[src/rtl/bilinear_pixel_fetch_if.sv]
// ----------------------------------------------------------------------------
// bilinear_pixel_fetch_if
// Bundles the three buses of the bilinear read-side fetcher:
//   request   : coo_valid/coo_ready, coordinate_x/y, coefficient1..4
//   memory    : rd_en, rd_addr, rd_dat (rd_dat valid one cycle after rd_en)
//   neighbour : pix_valid/pix_ready, doutbx/doutbx1/doutby/doutby1, coef1_o..coef4_o
// Modports:
//   slave  - the fetcher itself (accepts requests, drives memory/neighbour side)
//   master - the environment around it (request source, memory, consumer)
// ----------------------------------------------------------------------------
interface bilinear_pixel_fetch_if #(
    parameter int DW     = 16,
    parameter int CW     = 16,
    parameter int COEF_W = 17,
    parameter int AW     = 2 * CW
);
    logic              coo_valid;
    logic              coo_ready;
    logic [CW-1:0]     coordinate_x;
    logic [CW-1:0]     coordinate_y;
    logic [COEF_W-1:0] coefficient1;
    logic [COEF_W-1:0] coefficient2;
    logic [COEF_W-1:0] coefficient3;
    logic [COEF_W-1:0] coefficient4;

    logic              rd_en;
    logic [AW-1:0]     rd_addr;
    logic [DW-1:0]     rd_dat;

    logic              pix_valid;
    logic              pix_ready;
    logic [DW-1:0]     doutbx;
    logic [DW-1:0]     doutbx1;
    logic [DW-1:0]     doutby;
    logic [DW-1:0]     doutby1;
    logic [COEF_W-1:0] coef1_o;
    logic [COEF_W-1:0] coef2_o;
    logic [COEF_W-1:0] coef3_o;
    logic [COEF_W-1:0] coef4_o;

    modport slave (
        input  coo_valid, coordinate_x, coordinate_y,
               coefficient1, coefficient2, coefficient3, coefficient4,
        output coo_ready,
        output rd_en, rd_addr,
        input  rd_dat,
        output pix_valid,
        input  pix_ready,
        output doutbx, doutbx1, doutby, doutby1,
               coef1_o, coef2_o, coef3_o, coef4_o
    );

    modport master (
        output coo_valid, coordinate_x, coordinate_y,
               coefficient1, coefficient2, coefficient3, coefficient4,
        input  coo_ready,
        input  rd_en, rd_addr,
        output rd_dat,
        input  pix_valid,
        output pix_ready,
        input  doutbx, doutbx1, doutby, doutby1,
               coef1_o, coef2_o, coef3_o, coef4_o
    );
endinterface

[src/rtl/bilinear_pixel_fetch.sv]
// ----------------------------------------------------------------------------
// bilinear_pixel_fetch
// Read side of the scale-down frame buffer. Accepts one output-pixel request
// (top-left neighbour coordinate + four bilinear weights), reads the 2x2
// neighbourhood from the frame-buffer memory port and hands the four pixels
// plus the weights to the bilinear calculation stage.
//
// Ports:
//   vin_clk            clock, rising edge
//   rst                asynchronous active-high reset
//   frame_sync_n       low = flush to IDLE and hold off new requests
//   vin_xres/vin_yres  source frame size (each >= 2)
//   bus (slave)        request, memory and neighbour buses
//
// Optional feature: BILINEAR_FETCH_CLAMP_EN
//   defined   - x, x+1 clamped to vin_xres-1 and y, y+1 to vin_yres-1
//               (edge pixels replicated)
//   undefined - raw x, x+1, y, y+1; upstream keeps x <= xres-2, y <= yres-2
//
// State table:
//   state | meaning
//   IDLE  | waiting for a request
//   RD0   | read (x ,y )
//   RD1   | read (x1,y ), capture pixel (x ,y )
//   RD2   | read (x ,y1), capture pixel (x1,y )
//   RD3   | read (x1,y1), capture pixel (x ,y1)
//   CAP   | capture pixel (x1,y1)
//   OUT   | neighbourhood presented (pix_valid)
// ----------------------------------------------------------------------------
module bilinear_pixel_fetch #(
    parameter int DW     = 16,
    parameter int CW     = 16,
    parameter int COEF_W = 17,
    parameter int AW     = 2 * CW
) (
    input  logic            vin_clk,
    input  logic            rst,
    input  logic            frame_sync_n,
    input  logic [CW-1:0]   vin_xres,
    input  logic [CW-1:0]   vin_yres,
    bilinear_pixel_fetch_if.slave bus
);

    typedef enum logic [2:0] {
        S_IDLE, S_RD0, S_RD1, S_RD2, S_RD3, S_CAP, S_OUT
    } state_t;

    state_t state, state_nx;

    logic              coo_ready_c;
    logic              rd_en_c;
    logic [AW-1:0]     addr_c;
    logic              pix_valid_c;
    logic              accept;

    logic [CW-1:0]     x0_n, x1_n, y0_n, y1_n;
    logic [CW-1:0]     x0_q, x1_q, y0_q, y1_q;
    logic [COEF_W-1:0] coef_q [4];
    logic [DW-1:0]     pix_q  [4];

    assign accept = bus.coo_valid && coo_ready_c;

    // Neighbour coordinates, resolved at acceptance time.
`ifdef BILINEAR_FETCH_CLAMP_EN
    logic [CW-1:0] x_max, y_max;
    logic [CW:0]   x_inc, y_inc;

    always_comb begin
        x_max = vin_xres - CW'(1);
        y_max = vin_yres - CW'(1);
        // one extra bit so x+1 at the top of the range still compares correctly
        x_inc = {1'b0, bus.coordinate_x} + (CW+1)'(1);
        y_inc = {1'b0, bus.coordinate_y} + (CW+1)'(1);
        x0_n  = (bus.coordinate_x > x_max) ? x_max : bus.coordinate_x;
        y0_n  = (bus.coordinate_y > y_max) ? y_max : bus.coordinate_y;
        x1_n  = (x_inc > {1'b0, x_max}) ? x_max : x_inc[CW-1:0];
        y1_n  = (y_inc > {1'b0, y_max}) ? y_max : y_inc[CW-1:0];
    end
`else
    // Frame size only matters when clamping.
    logic unused_res;
    assign unused_res = ^{vin_xres, vin_yres};

    always_comb begin
        x0_n = bus.coordinate_x;
        y0_n = bus.coordinate_y;
        x1_n = bus.coordinate_x + CW'(1);
        y1_n = bus.coordinate_y + CW'(1);
    end
`endif

    // State register
    always_ff @(posedge vin_clk or posedge rst) begin
        if (rst) state <= S_IDLE;
        else     state <= state_nx;
    end

    // Next-state logic; a flush overrides everything, including a handshake.
    always_comb begin
        state_nx = state;
        if (!frame_sync_n) begin
            state_nx = S_IDLE;
        end else begin
            unique case (state)
                S_IDLE:  if (accept) state_nx = S_RD0;
                S_RD0:   state_nx = S_RD1;
                S_RD1:   state_nx = S_RD2;
                S_RD2:   state_nx = S_RD3;
                S_RD3:   state_nx = S_CAP;
                S_CAP:   state_nx = S_OUT;
                S_OUT:   if (bus.pix_ready) state_nx = accept ? S_RD0 : S_IDLE;
                default: state_nx = S_IDLE;
            endcase
        end
    end

    // Outputs decoded from state
    always_comb begin
        coo_ready_c = frame_sync_n &&
                      ((state == S_IDLE) || ((state == S_OUT) && bus.pix_ready));
        pix_valid_c = (state == S_OUT);
        rd_en_c     = 1'b0;
        addr_c      = {y0_q, x0_q[CW-3:0], 2'b00};
        unique case (state)
            S_RD0: rd_en_c = 1'b1;
            S_RD1: begin
                rd_en_c = 1'b1;
                addr_c  = {y0_q, x1_q[CW-3:0], 2'b00};
            end
            S_RD2: begin
                rd_en_c = 1'b1;
                addr_c  = {y1_q, x0_q[CW-3:0], 2'b00};
            end
            S_RD3: begin
                rd_en_c = 1'b1;
                addr_c  = {y1_q, x1_q[CW-3:0], 2'b00};
            end
            default: ;
        endcase
    end

    // Request capture and pixel capture. Read data arrives one cycle after
    // its strobe, so each pixel lands in the state after its read.
    always_ff @(posedge vin_clk or posedge rst) begin
        if (rst) begin
            x0_q <= '0;
            x1_q <= '0;
            y0_q <= '0;
            y1_q <= '0;
            for (int i = 0; i < 4; i++) begin
                coef_q[i] <= '0;
                pix_q[i]  <= '0;
            end
        end else begin
            if (accept) begin
                x0_q      <= x0_n;
                x1_q      <= x1_n;
                y0_q      <= y0_n;
                y1_q      <= y1_n;
                coef_q[0] <= bus.coefficient1;
                coef_q[1] <= bus.coefficient2;
                coef_q[2] <= bus.coefficient3;
                coef_q[3] <= bus.coefficient4;
            end
            if (frame_sync_n) begin
                unique case (state)
                    S_RD1:   pix_q[0] <= bus.rd_dat;
                    S_RD2:   pix_q[1] <= bus.rd_dat;
                    S_RD3:   pix_q[2] <= bus.rd_dat;
                    S_CAP:   pix_q[3] <= bus.rd_dat;
                    default: ;
                endcase
            end
        end
    end

    assign bus.coo_ready = coo_ready_c;
    assign bus.rd_en     = rd_en_c;
    assign bus.rd_addr   = addr_c;
    assign bus.pix_valid = pix_valid_c;
    assign bus.doutbx    = pix_q[0];
    assign bus.doutbx1   = pix_q[1];
    assign bus.doutby    = pix_q[2];
    assign bus.doutby1   = pix_q[3];
    assign bus.coef1_o   = coef_q[0];
    assign bus.coef2_o   = coef_q[1];
    assign bus.coef3_o   = coef_q[2];
    assign bus.coef4_o   = coef_q[3];

endmodule
[src/flat_wrapper.sv]
// flat-port wrapper written by rule: the top's interface ports become plain ports
module bilinear_pixel_fetch_flat 
#(
    parameter int DW     = 16,
    parameter int CW     = 16,
    parameter int COEF_W = 17,
    parameter int AW     = 2 * CW
)
  (vin_clk, rst, frame_sync_n, vin_xres, vin_yres, bus_coo_valid, bus_coordinate_x, bus_coordinate_y, bus_coefficient1, bus_coefficient2, bus_coefficient3, bus_coefficient4, bus_coo_ready, bus_rd_en, bus_rd_addr, bus_rd_dat, bus_pix_valid, bus_pix_ready, bus_doutbx, bus_doutbx1, bus_doutby, bus_doutby1, bus_coef1_o, bus_coef2_o, bus_coef3_o, bus_coef4_o);
  bilinear_pixel_fetch_if #(.DW(DW), .CW(CW), .COEF_W(COEF_W), .AW(AW)) bus_i ();
  input  logic vin_clk;
  input  logic rst;
  input  logic frame_sync_n;
  input  logic [CW-1:0] vin_xres;
  input  logic [CW-1:0] vin_yres;
  input wire logic [$bits(bus_i.coo_valid)-1:0] bus_coo_valid;
  input wire logic [$bits(bus_i.coordinate_x)-1:0] bus_coordinate_x;
  input wire logic [$bits(bus_i.coordinate_y)-1:0] bus_coordinate_y;
  input wire logic [$bits(bus_i.coefficient1)-1:0] bus_coefficient1;
  input wire logic [$bits(bus_i.coefficient2)-1:0] bus_coefficient2;
  input wire logic [$bits(bus_i.coefficient3)-1:0] bus_coefficient3;
  input wire logic [$bits(bus_i.coefficient4)-1:0] bus_coefficient4;
  output wire logic [$bits(bus_i.coo_ready)-1:0] bus_coo_ready;
  output wire logic [$bits(bus_i.rd_en)-1:0] bus_rd_en;
  output wire logic [$bits(bus_i.rd_addr)-1:0] bus_rd_addr;
  input wire logic [$bits(bus_i.rd_dat)-1:0] bus_rd_dat;
  output wire logic [$bits(bus_i.pix_valid)-1:0] bus_pix_valid;
  input wire logic [$bits(bus_i.pix_ready)-1:0] bus_pix_ready;
  output wire logic [$bits(bus_i.doutbx)-1:0] bus_doutbx;
  output wire logic [$bits(bus_i.doutbx1)-1:0] bus_doutbx1;
  output wire logic [$bits(bus_i.doutby)-1:0] bus_doutby;
  output wire logic [$bits(bus_i.doutby1)-1:0] bus_doutby1;
  output wire logic [$bits(bus_i.coef1_o)-1:0] bus_coef1_o;
  output wire logic [$bits(bus_i.coef2_o)-1:0] bus_coef2_o;
  output wire logic [$bits(bus_i.coef3_o)-1:0] bus_coef3_o;
  output wire logic [$bits(bus_i.coef4_o)-1:0] bus_coef4_o;
  assign bus_i.coo_valid = bus_coo_valid;
  assign bus_i.coordinate_x = bus_coordinate_x;
  assign bus_i.coordinate_y = bus_coordinate_y;
  assign bus_i.coefficient1 = bus_coefficient1;
  assign bus_i.coefficient2 = bus_coefficient2;
  assign bus_i.coefficient3 = bus_coefficient3;
  assign bus_i.coefficient4 = bus_coefficient4;
  assign bus_coo_ready = bus_i.coo_ready;
  assign bus_rd_en = bus_i.rd_en;
  assign bus_rd_addr = bus_i.rd_addr;
  assign bus_i.rd_dat = bus_rd_dat;
  assign bus_pix_valid = bus_i.pix_valid;
  assign bus_i.pix_ready = bus_pix_ready;
  assign bus_doutbx = bus_i.doutbx;
  assign bus_doutbx1 = bus_i.doutbx1;
  assign bus_doutby = bus_i.doutby;
  assign bus_doutby1 = bus_i.doutby1;
  assign bus_coef1_o = bus_i.coef1_o;
  assign bus_coef2_o = bus_i.coef2_o;
  assign bus_coef3_o = bus_i.coef3_o;
  assign bus_coef4_o = bus_i.coef4_o;
  bilinear_pixel_fetch #(.DW(DW), .CW(CW), .COEF_W(COEF_W), .AW(AW)) u_core (.vin_clk(vin_clk), .rst(rst), .frame_sync_n(frame_sync_n), .vin_xres(vin_xres), .vin_yres(vin_yres), .bus(bus_i));
endmodule
[config.mk]
export PLATFORM = sky130hd
export DESIGN_NAME = bilinear_pixel_fetch_flat
export DESIGN_NICKNAME = d
export VERILOG_FILES = /design/src/rtl/bilinear_pixel_fetch_if.sv /design/src/rtl/bilinear_pixel_fetch.sv /design/src/flat_wrapper.sv
export SDC_FILE = /design/constraint.sdc
export NUM_CORES = 1
export LEC_CHECK = 0
export ABC_AREA = 1
export BUFFER_PORTS_ARGS = -buffer_cell sky130_fd_sc_hd__buf_2
export CAP_MARGIN = 20
export CORE_MARGIN = 10
export CORE_UTILIZATION = 25
export DETAILED_ROUTE_END_ITERATION = 10
export GPL_ROUTABILITY_DRIVEN = 1
export RECOVER_POWER = 25
export SLEW_MARGIN = 5
export SYNTH_ARGS = -nofsm -noshare
export SYNTH_HDL_FRONTEND = slang
export SYNTH_SLANG_ARGS = --single-unit
[constraint.sdc]
create_clock -name vin_clk -period 9.5 [get_ports vin_clk]
set_clock_uncertainty 0.05 [all_clocks]
set_input_delay 1.425 -clock vin_clk [delete_from_list [all_inputs] [get_ports vin_clk]]
set_output_delay 1.425 -clock vin_clk [all_outputs]
set_load 0.005 [all_outputs]
Word level (Yosys, flattened, before mapping)
Cells that the tools add are included.
- flip-flop bits (word level): 195
- bits in latches: 0
- bits in writable memories: 0
- ROM bits: 0
- word-level logic and storage cells: 41
- memories kept: 0
- add/subtract/negate cells: 2
- multiply operators: 0
- divide/modulo/power cells: 0
- $lt $le $gt $ge: 0
- equality and inequality tests: 8
- shift-type cells: 0
- mux-type cells: 7
- bitwise operators: 0
- reductions and logical operators: 11
- operators by type and width (operator ; number):
    $pmux 32 s3 ; 1
    $pmux 3 s7 ; 1
    $add 16x1->16 const B ; 1
    $add 14x1->14 const B ; 1
    $reduce_and 2->1 ; 5
    $eq 3x3->1 const B ; 3
    $mux 3 ; 3
    $eq 3x2->1 const B ; 2
    $ne 3x2->1 const B ; 2
    $reduce_or 4->1 ; 1
    $eq 3x1->1 const B ; 1
    $logic_and 1x1->1 ; 3
    $logic_not 3->1 ; 1
    $mux 1 ; 2
    $logic_or 1x1->1 ; 1

Longest topological paths before layout
Gate-level depths: netlist (run 1).
- word-level depth: 9
- gate-level depth with buffers: 10

Worst setup path after synthesis (run 1)
Ideal clock, no wire load.
- path type: input to output
- from: input port frame_sync_n
- to: output port bus_coo_ready
- arrival: 1.721 ns
- data required time: 8.025 ns
- setup slack: 6.304 ns
- cell stages on the path: 3
- path buffers: 1
- cell sequence: buf_2 nand2_1 inv_1
- word-level cells in the longest chain between the ends: 1
- RTL lines (element ; line ; text):
    from (decl) ; flat_wrapper.sv:13 ; input logic frame_sync_n;
    $logic_and 1x1->1 ; bilinear_pixel_fetch.sv:119 ; coo_ready_c = frame_sync_n &&
    to (decl) ; flat_wrapper.sv:23 ; output wire logic [$bits(bus_i.coo_ready)-1:0] bus_coo_ready;
Every way passes these cells.

==> impl_metrics.json, run 1 <==
{
  "antenna_found_initial": 3,
  "run_status": "finished with violations",
  "p_per_area_nw_per_um2": 258.8,
  "path_delay_family": "buffers and inverters",
  "yosysSeqAreaShare_pct": 58.73,
  "vias": 7132,
  "placed_cells": 1666,
  "wl_met2_um": 12070,
  "cp_slowest_cell": "clkinvlp_2",
  "core_area_um2": 32700,
  "finalWorstSetupSlack_ps": 4144,
  "hold_buffers": 0,
  "syn_area_per_cell_um2": 8.479,
  "tightest_slew_ps": 5376,
  "syn_to_final_growth_pct": 29.08,
  "grt_max_degree": 121,
  "fin_cells": 1703,
  "rsz0062_at_grt": "false",
  "nets": 1401,
  "grt_overflow_total": 0,
  "top_layer": "met5",
  "cp_max_fo": 120,
  "max_freq_mhz": 186.7,
  "finalHoldViolations": 0,
  "setup_viol": 0,
  "ys_types": 26,
  "gp_congestion": 0.8085,
  "max_cap_viol_count": 1,
  "ys_warn_count": 0,
  "dr.pass1.iters": 4,
  "vias_per_cell": 4.188,
  "start_util_pct": 25.41,
  "critPathLaunchType": "input port",
  "die_w_um": 202.3,
  "leakagePower_uw": 0.005948,
  "drive_above_1_share_pct": 27.16,
  "arrival_ps": 5740,
  "cts_setup_buffers": 0,
  "slew_viol_final": 121,
  "cts.sinks": 195,
  "cp.buffers_inverters": 3,
  "pin_count": 320,
  "clk_path_buf_depth": 2,
  "max_stage_delay_ps": 2970,
  "period_needed_ps": 5356,
  "ant_nets": 0,
  "dp_slack_ps": 5803,
  "cp-end-kind": "asynchronous set/reset pin",
  "violations": "capacitance limit, slew limit",
  "dieArea_um2": 40930,
  "dp_hpwl_um": 18410,
  "grt_use_total_pct": 12.37,
  "port_buffers": 283,
  "rows": 66,
  "grt_pass1_wl_um": 40410,
  "slew_headroom_pct": -260.4,
  "wl_met1_um": 10800,
  "clock_latency_ps": 430,
  "cts_resized": 0,
  "wl_per_cell_um": 14.92,
  "ys_seq_elements": 195,
  "root_buffer": "clkbuf_16",
  "clkSlewWorstSetupHoldPaths_ps": 70,
  "synth_ff_type": "dfrtp_1",
  "cts_made_buffers": 17,
  "finalSetupTns_ps": 0,
  "crit_type": "input port to asynchronous set/reset pin",
  "period_share_pct": 56.38,
  "grt_pass1_vias": 7396,
  "cp_data_required_time_ps": 9880,
  "netlist_instances": 980,
  "synth_edf_count": 0,
  "crit_chain": "buf_2 -> clkinvlp_2 -> buf_4",
  "drt-total-wl_um": 25410,
  "cts_tree": "done",
  "htreeDepth": 4,
  "drt_iter0_drc": 315,
  "hp-class": "register to register",
  "wl_met3_um": 2088,
  "synthArstFlopShare_pct": 100.0,
  "drc_errors": 0,
  "ir_worst_vdd_uv": 112.7,
  "dieHeight_um": 202.3,
  "synth_area_um2": 8309
}
-- cells by family after synthesis --
kind of cell	after synthesis	synth area share [%]
xor gates and xnor gates	9	0.9487
DFF	195	58.73
and+or+nand+nor	545	25.61
AOI/OAI and AO/OA	114	6.912
buffers and inverters	98	5.285
adders and majority gates	2	0.3011
other	1	0.04513
muxes	16	2.168
-- stage by stage --
step           power [uW]  util, %  instance area, um2  hold slack [ps]
5_1_grt              3000    32.80               10730            443.2
3_3_place_gp         2057    30.85               10090            407.0
3_5_place_dp         2083    30.85               10090            410.4
2_1_floorplan        1644        -                8313            393.4
6_report             2776    32.80               10730            425.4
4_1_cts              2831    32.62               10670            430.1
-- sequential cells by signal (all words and copies together), names as in the netlist --
register	cells
u_core.y1_q	16
u_core.x0_q	14
u_core.bus.coef1_o	17
u_core.bus.doutby	16
u_core.x1_q	14
u_core.y0_q	16
u_core.state	3
u_core.bus.coef4_o	17
u_core.bus.doutbx1	16
u_core.bus.doutby1	16
u_core.bus.coef3_o	17
u_core.bus.coef2_o	17
u_core.bus.doutbx	16
-- worst register-to-register path, stage by stage (launching register included) --
cell and delay (ps):
dfrtp_1 460, nor2_1 260, nand2_1 110, nand2_2 110, nand3_4 470, inv_2 150
buf_4 690, nand2_1 340, nand2_1 110
-- worst paths after layout --
| path | startpoint | endpoint | slack (ps) | cells after the start |
|---|---|---|---|---|
| max | rst | u_core.bus.doutbx[7] | 4140 | 3 |
| min | u_core.bus.coef3_o[9] | u_core.bus.coef3_o[9] | 430 | 2 |
| max reg2reg | u_core.state[0] | u_core.bus.coef2_o[8] | 6700 | 8 |
| min reg2reg | u_core.bus.coef3_o[9] | u_core.bus.coef3_o[9] | 430 | 2 |
| max in group vin_clk | u_core.state[0] | bus_rd_addr[8] | 5360 | 7 |
| min in group asynchronous | rst | u_core.bus.coef3_o[15] | 2580 | 2 |
-- routing by layer --
| metal | GRT usage, % | vias up |
|---|---|---|
| li1 | - | 3596 |
| met2 | 20.11 | 205 |
| met4 | 4.343 | 2 |
| met3 | 5.166 | 22 |
| met1 | 14.35 | 3307 |
| met5 | 0 | - |
-- cells in the final DEF, fill, tap and decap left out, drive strengths merged, types with 3 or more instances in the layout --
master / count
clkinv: 3
buf: 288
xor2: 7
nand3: 22
nor2: 28
clkinvlp: 3
inv: 60
dfrtp: 195
mux2: 16
nand2: 482
nand4: 9
o21ai: 112
clkbuf: 21
-- final cells by class --
type / instances / area [um2]
clock buffer: 18 / 439.2
fill: 3521 / 21980
inverter: 53 / 200.2
antenna: 2 / 5.005
timing repair buffer: 291 / 1515
clock inverter: 14 / 141.4
sequential: 195 / 4880
multi-input combinational: 688 / 2992
tap: 442 / 553.0
-- report_power, final --
group	internal [uW]	switching [uW]
sequential	1120	161
clock	378	349
combinational	351	414
-- cells in the mapped netlist (all sizes together) (2+ instances only) --
| library cell | instances | area, um2 |
|---|---|---|
| buf | 27 | 172.7 |
| mux2 | 16 | 180.2 |
| dfrtp | 195 | 4880 |
| nand3 | 22 | 122.6 |
| clkbuf | 18 | 67.56 |
| nor2 | 28 | 107.6 |
| xnor2 | 2 | 17.52 |
| nor3 | 2 | 10.01 |
| inv | 53 | 198.9 |
| ha | 2 | 25.02 |
| xor2 | 7 | 61.31 |
| o21ai | 112 | 560.5 |
| nand4 | 9 | 56.30 |
| nand2 | 482 | 1817 |
| nand3b | 2 | 15.01 |
Power figures use the tool's default switching activity.
==> inputs of run 2 (changes only) <==
==> constraint.sdc (replaced) <==
create_clock -name vin_clk -period 5.3 [get_ports vin_clk]
set_clock_uncertainty 0.05 [all_clocks]
set_input_delay 0.795 -clock vin_clk [delete_from_list [all_inputs] [get_ports vin_clk]]
set_output_delay 0.795 -clock vin_clk [all_outputs]
set_load 0.005 [all_outputs]
==> run 2 against run 1 <==
- the flow still finishes with violations (capacitance limit, slew limit)
- highest routed layer unchanged
- global-route usage grew 0.075 points
- wire length down 0.31%
- flip-flop and latch count unchanged
- critical path type is now register to output port
- critical endpoint is now bus_rd_addr[8]
==> impl_metrics.json, run 2 (same netlist as run 1, synthesis figures left out) <==
{
  "syn_to_final_growth_pct": 28.78,
  "dieArea_um2": 40930,
  "max_freq_mhz": 283.1,
  "arrival_ps": 2690,
  "drt_iter0_drc": 338,
  "cp-end-kind": "output port",
  "dieHeight_um": 202.3,
  "run_status": "finished with violations",
  "fin_hold_ws_ps": 273.7,
  "slew_viol_final": 133,
  "drive_above_1_share_pct": 27.38,
  "cts.sinks": 195,
  "drt-total-wl_um": 25330,
  "violations": "capacitance limit, slew limit",
  "layout_commonest_cell": "nand2_1",
  "grt_pass1_wl_um": 40610,
  "leakagePower_uw": 0.005935,
  "gp_congestion": 0.7812,
  "start_util_pct": 25.41,
  "r2r-start": "u_core.state[0]",
  "hp-class": "input port to asynchronous set/reset pin",
  "ant_nets": 0,
  "grt_use_total_pct": 12.44,
  "nets": 1402,
  "clk_path_buf_depth": 2,
  "critPathLaunchType": "register",
  "p_switching_uw": 1678,
  "cts_setup_buffers": 0,
  "finalHoldViolations": 0,
  "ir_worst_vdd_uv": 205.0,
  "hold_buffers": 0,
  "period_share_pct": 66.64,
  "crit_type": "register to output port",
  "rsz0062_at_grt": "false",
  "htreeDepth": 4,
  "core_area_um2": 32700,
  "pin_count": 320,
  "dr.pass1.iters": 4,
  "p_seq_share_pct": 46.4,
  "cp_data_required_time_ps": 4450,
  "dp_hpwl_um": 18390,
  "power_frac_clock_pct": 25.9,
  "clkSlewWorstSetupHoldPaths_ps": 80,
  "rows": 66,
  "clock_latency_ps": 440,
  "period_needed_ps": 3532,
  "p_int_uw": 3264,
  "cts_resized": 0,
  "p_per_area_nw_per_um2": 461.8,
  "root_buffer": "clkbuf_16",
  "mostFrequentLayoutCells": "nand2_1, buf_2, dfrtp_1",
  "antenna_found_initial": 2,
  "cts_made_buffers": 17,
  "multi_input_area_um2": 2994,
  "cts_tree": "done",
  "cp_max_fo": 15,
  "rrSetupSlack_ps": 2710,
  "regArea_um2": 4880,
  "wl_per_cell_um": 14.87,
  "grt_overflow_total": 0,
  "grt_pass1_vias": 7342,
  "reg2reg_depth": 7,
  "die_w_um": 202.3,
  "p_comb_share_pct": 27.7,
  "setup_viol": 0,
  "grt_max_degree": 101,
  "finalSetupTns_ps": 0,
  "max_cap_viol_count": 2,
  "vias_per_cell": 4.188,
  "num-fill-cells": 3522,
  "port_buffers": 283,
  "drc_errors": 0,
  "slew_headroom_pct": -64.96,
  "tightest_slew_ps": 2474,
  "worstReg2RegEnd": "u_core.y0_q[12]",
  "vias": 7133,
  "p_sw_share_pct": 33.96
}
-- run 2: worst max-delay path by stage --
| stage | startpoint | endpoint | slack (ps) |
|---|---|---|---|
| final | u_core.state[0] | bus_rd_addr[8] | 1770 |
| after global routing | u_core.state[0] | bus_rd_en | 1440 |
| after CTS | u_core.state[0] | bus_rd_en | 1640 |
| after detailed placement | u_core.state[0] | bus_rd_en | 2150 |
| after global placement | u_core.state[0] | bus_rd_addr[8] | 2260 |
| after floorplan | rst | u_core.bus.coef1_o[0] | 1940 |
-- run 2: cell type report --
class | instances | share of cell area [%]
multi-input combinational | 688 | 27.98
antenna | 1 | 0.02339
inverter | 53 | 1.871
clock buffer | 18 | 4.011
timing repair buffer | 292 | 14.00
sequential | 195 | 45.60
clock inverter | 14 | 1.345
tap | 442 | 5.168
-- run 2: metal layers --
layer | vias up | global-route usage, % | share of wire [%]
met4 | 2 | 5.143 | 2.4
met5 | - | 0 | 0.028
li1 | 3596 | - | -
met1 | 3297 | 14.61 | 42
met2 | 203 | 20.00 | 48
met3 | 35 | 4.766 | 7.5
-- run 2: power by group through the flow --
stage               Combinational, uW  Clock [uW]  Sequential (uW)
floorplan                         632           0             2320
global placement                 1400           0             2290
detailed placement               1430           0             2310
CTS                              1430        1340             2290
global route                     1600        1390             2360
finish                           1370        1280             2290
-- run 2: worst max-delay path: stages, from the launching register on --
cell	delay, ps
dfrtp_1	460
nor2_1	260
nand2_1	130
nand2_1	520
inv_1	490
nand2_1	150
nand2_1	90
buf_2	140
-- run 2: per-stage QoR --
stage	setup WS, ps	utilization, %	cells	cell area (um2)	total power (uW)
after floorplan	1937	-	981	8317	2948
after global placement	2264	30.98	1669	10130	3692
after detailed placement	2150	30.98	1669	10130	3737
after CTS	1637	32.73	1701	10700	5058
after global routing	1441	32.72	1703	10700	5351
final	1768	32.72	1703	10700	4942
==> inputs of run 3 (changes only) <==
==> constraint.sdc (replaced) <==
create_clock -name vin_clk -period 3.6 [get_ports vin_clk]
set_clock_uncertainty 0.05 [all_clocks]
set_input_delay 0.54 -clock vin_clk [delete_from_list [all_inputs] [get_ports vin_clk]]
set_output_delay 0.54 -clock vin_clk [all_outputs]
set_load 0.005 [all_outputs]
==> run 3 against run 2 <==
- the flow still finishes with violations (capacitance limit, slew limit)
- wire length up 0.57%
- clock-buffer cell count down 1
- sequential share of layout area down 0.33 points
- setup slack worse by 1200 ps
- flip-flop and latch count unchanged
- final cell count up 0.29%
- via count up 0.43%
- combinational power up 48%
- largest power group unchanged
==> impl_metrics.json, run 3 (same netlist as run 1, synthesis figures left out) <==
{
  "antenna_cells": 0,
  "period_share_pct": 83.85,
  "final_util_pct": 32.96,
  "finalPower_uw": 7346,
  "crit_type": "register to output port",
  "stdcell_area_um2": 10780,
  "slew_headroom_pct": -4.975,
  "cts.sinks": 195,
  "gp_congestion": 0.7865,
  "setup_viol": 0,
  "clock_latency_ps": 440,
  "max_freq_mhz": 331.3,
  "dp_hpwl_um": 18800,
  "cp_data_required_time_ps": 3010,
  "grt_pass1_wl_um": 40740,
  "cp_max_fo": 15,
  "pin_count": 320,
  "root_buffer": "clkbuf_16",
  "ant_nets": 0,
  "cts_made_buffers": 17,
  "arrival_ps": 2430,
  "syn_to_final_growth_pct": 29.71,
  "die_w_um": 202.3,
  "leakagePower_uw": 0.005976,
  "drive_above_1_share_pct": 27.73,
  "cts_tree": "done",
  "vias_per_cell": 4.194,
  "cts_resized": 0,
  "finalWorstSetupSlack_ps": 581.4,
  "cts_setup_buffers": 0,
  "grt_use_total_pct": 12.39,
  "clk_path_buf_depth": 2,
  "vias": 7164,
  "finalHoldViolations": 0,
  "ir_worst_vdd_uv": 306.1,
  "clkSlewWorstSetupHoldPaths_ps": 80,
  "grt_max_degree": 105,
  "rows": 66,
  "grt_overflow_total": 0,
  "htreeDepth": 4,
  "p_per_area_nw_per_um2": 681.6,
  "tightest_slew_ps": 1566,
  "nets": 1408,
  "slew_viol_final": 32,
  "wl_per_cell_um": 14.92,
  "grt_pass1_vias": 7364,
  "violations": "capacitance limit, slew limit",
  "hold_buffers": 0,
  "critPathLaunchType": "register",
  "port_buffers": 283,
  "dieHeight_um": 202.3,
  "dr.pass1.iters": 4,
  "core_area_um2": 32700,
  "dieArea_um2": 40930,
  "start_util_pct": 25.41,
  "mostFrequentLayoutCells": "nand2_1, buf_2, dfrtp_1",
  "hp-class": "input port to register",
  "drt-total-wl_um": 25480,
  "dp_slack_ps": 829.9,
  "finalSetupTns_ps": 0,
  "cp-end-kind": "output port",
  "layout_commonest_cell": "nand2_1",
  "period_needed_ps": 3019,
  "rsz0062_at_grt": "false",
  "run_status": "finished with violations",
  "antenna_found_initial": 3,
  "max_cap_viol_count": 1,
  "drc_errors": 0,
  "post_dp_cell_area_um2": 10210,
  "drt_iter0_drc": 236
}
==> run 3: cell types whose count changed in the layout (fill, tap and decap cells not counted), sizes merged <==
| cell | before | now |
|---|---|---|
| buf | 290 | 294 |
| clkinvlp | 2 | 3 |
| clkinv | 5 | 4 |
| diode | 1 | 0 |
| bufinv | 0 | 1 |
| clkbuf | 20 | 21 |
==> run 3: power breakdown <==
| part | internal, uW | switching (uW) | total, uW |
|---|---|---|---|
| clock | 990 | 955 | 1950 |
| sequential | 2960 | 411 | 3370 |
| combinational | 934 | 1100 | 2030 |
==> run 3: worst paths after layout <==
kind                            slack, ps                endpoint  depth (start not counted)                   from
worst min register to register        430   u_core.bus.coef3_o[7]                          2  u_core.bus.coef3_o[7]
worst min-delay path                  240   u_core.bus.coef3_o[8]                          3    bus_coefficient3[8]
worst max-delay path                  580               bus_rd_en                          7        u_core.state[0]
max in group asynchronous            1170  u_core.bus.coef4_o[12]                          3                    rst
worst max register to register        950  u_core.bus.coef3_o[13]                          9        u_core.state[2]
min in group asynchronous             420    u_core.bus.doutby[2]                          2                    rst
==> run 3: metrics by stage <==
step,hold slack [ps],std cells
3_3_place_gp,408.0,1675
3_5_place_dp,410.7,1675
2_1_floorplan,393.4,981
4_1_cts,199.4,1707
6_report,237.5,1708
5_1_grt,218.4,1708
==> run 3: cell type report <==
type / count / area [um2]
fillers: 3540 / 21920
clock buffers: 17 / 425.4
repair buffers: 298 / 1562
flip-flops and latches: 195 / 4880
inverters: 53 / 200.2
clock inverters: 15 / 163.9
well taps: 442 / 553.0
multi-input cells: 688 / 2994
==> run 3: worst max-delay path: stages, from the launching register on <==
cell,delay [ps]
dfrtp_1,460
nor2_1,130
nand2_1,110
nand2_1,60
buf_4,190
inv_1,480
o21ai_0,330
buf_2,220
==> run 3: routing by layer <==
layer / GRT usage (%) / wire length, um / up-vias
met5: 0 / 41 / -
met4: 4.103 / 420 / 6
met3: 4.574 / 1888 / 26
met2: 20.56 / 12380 / 198
met1: 14.50 / 10750 / 3337
li1: - / - / 3597
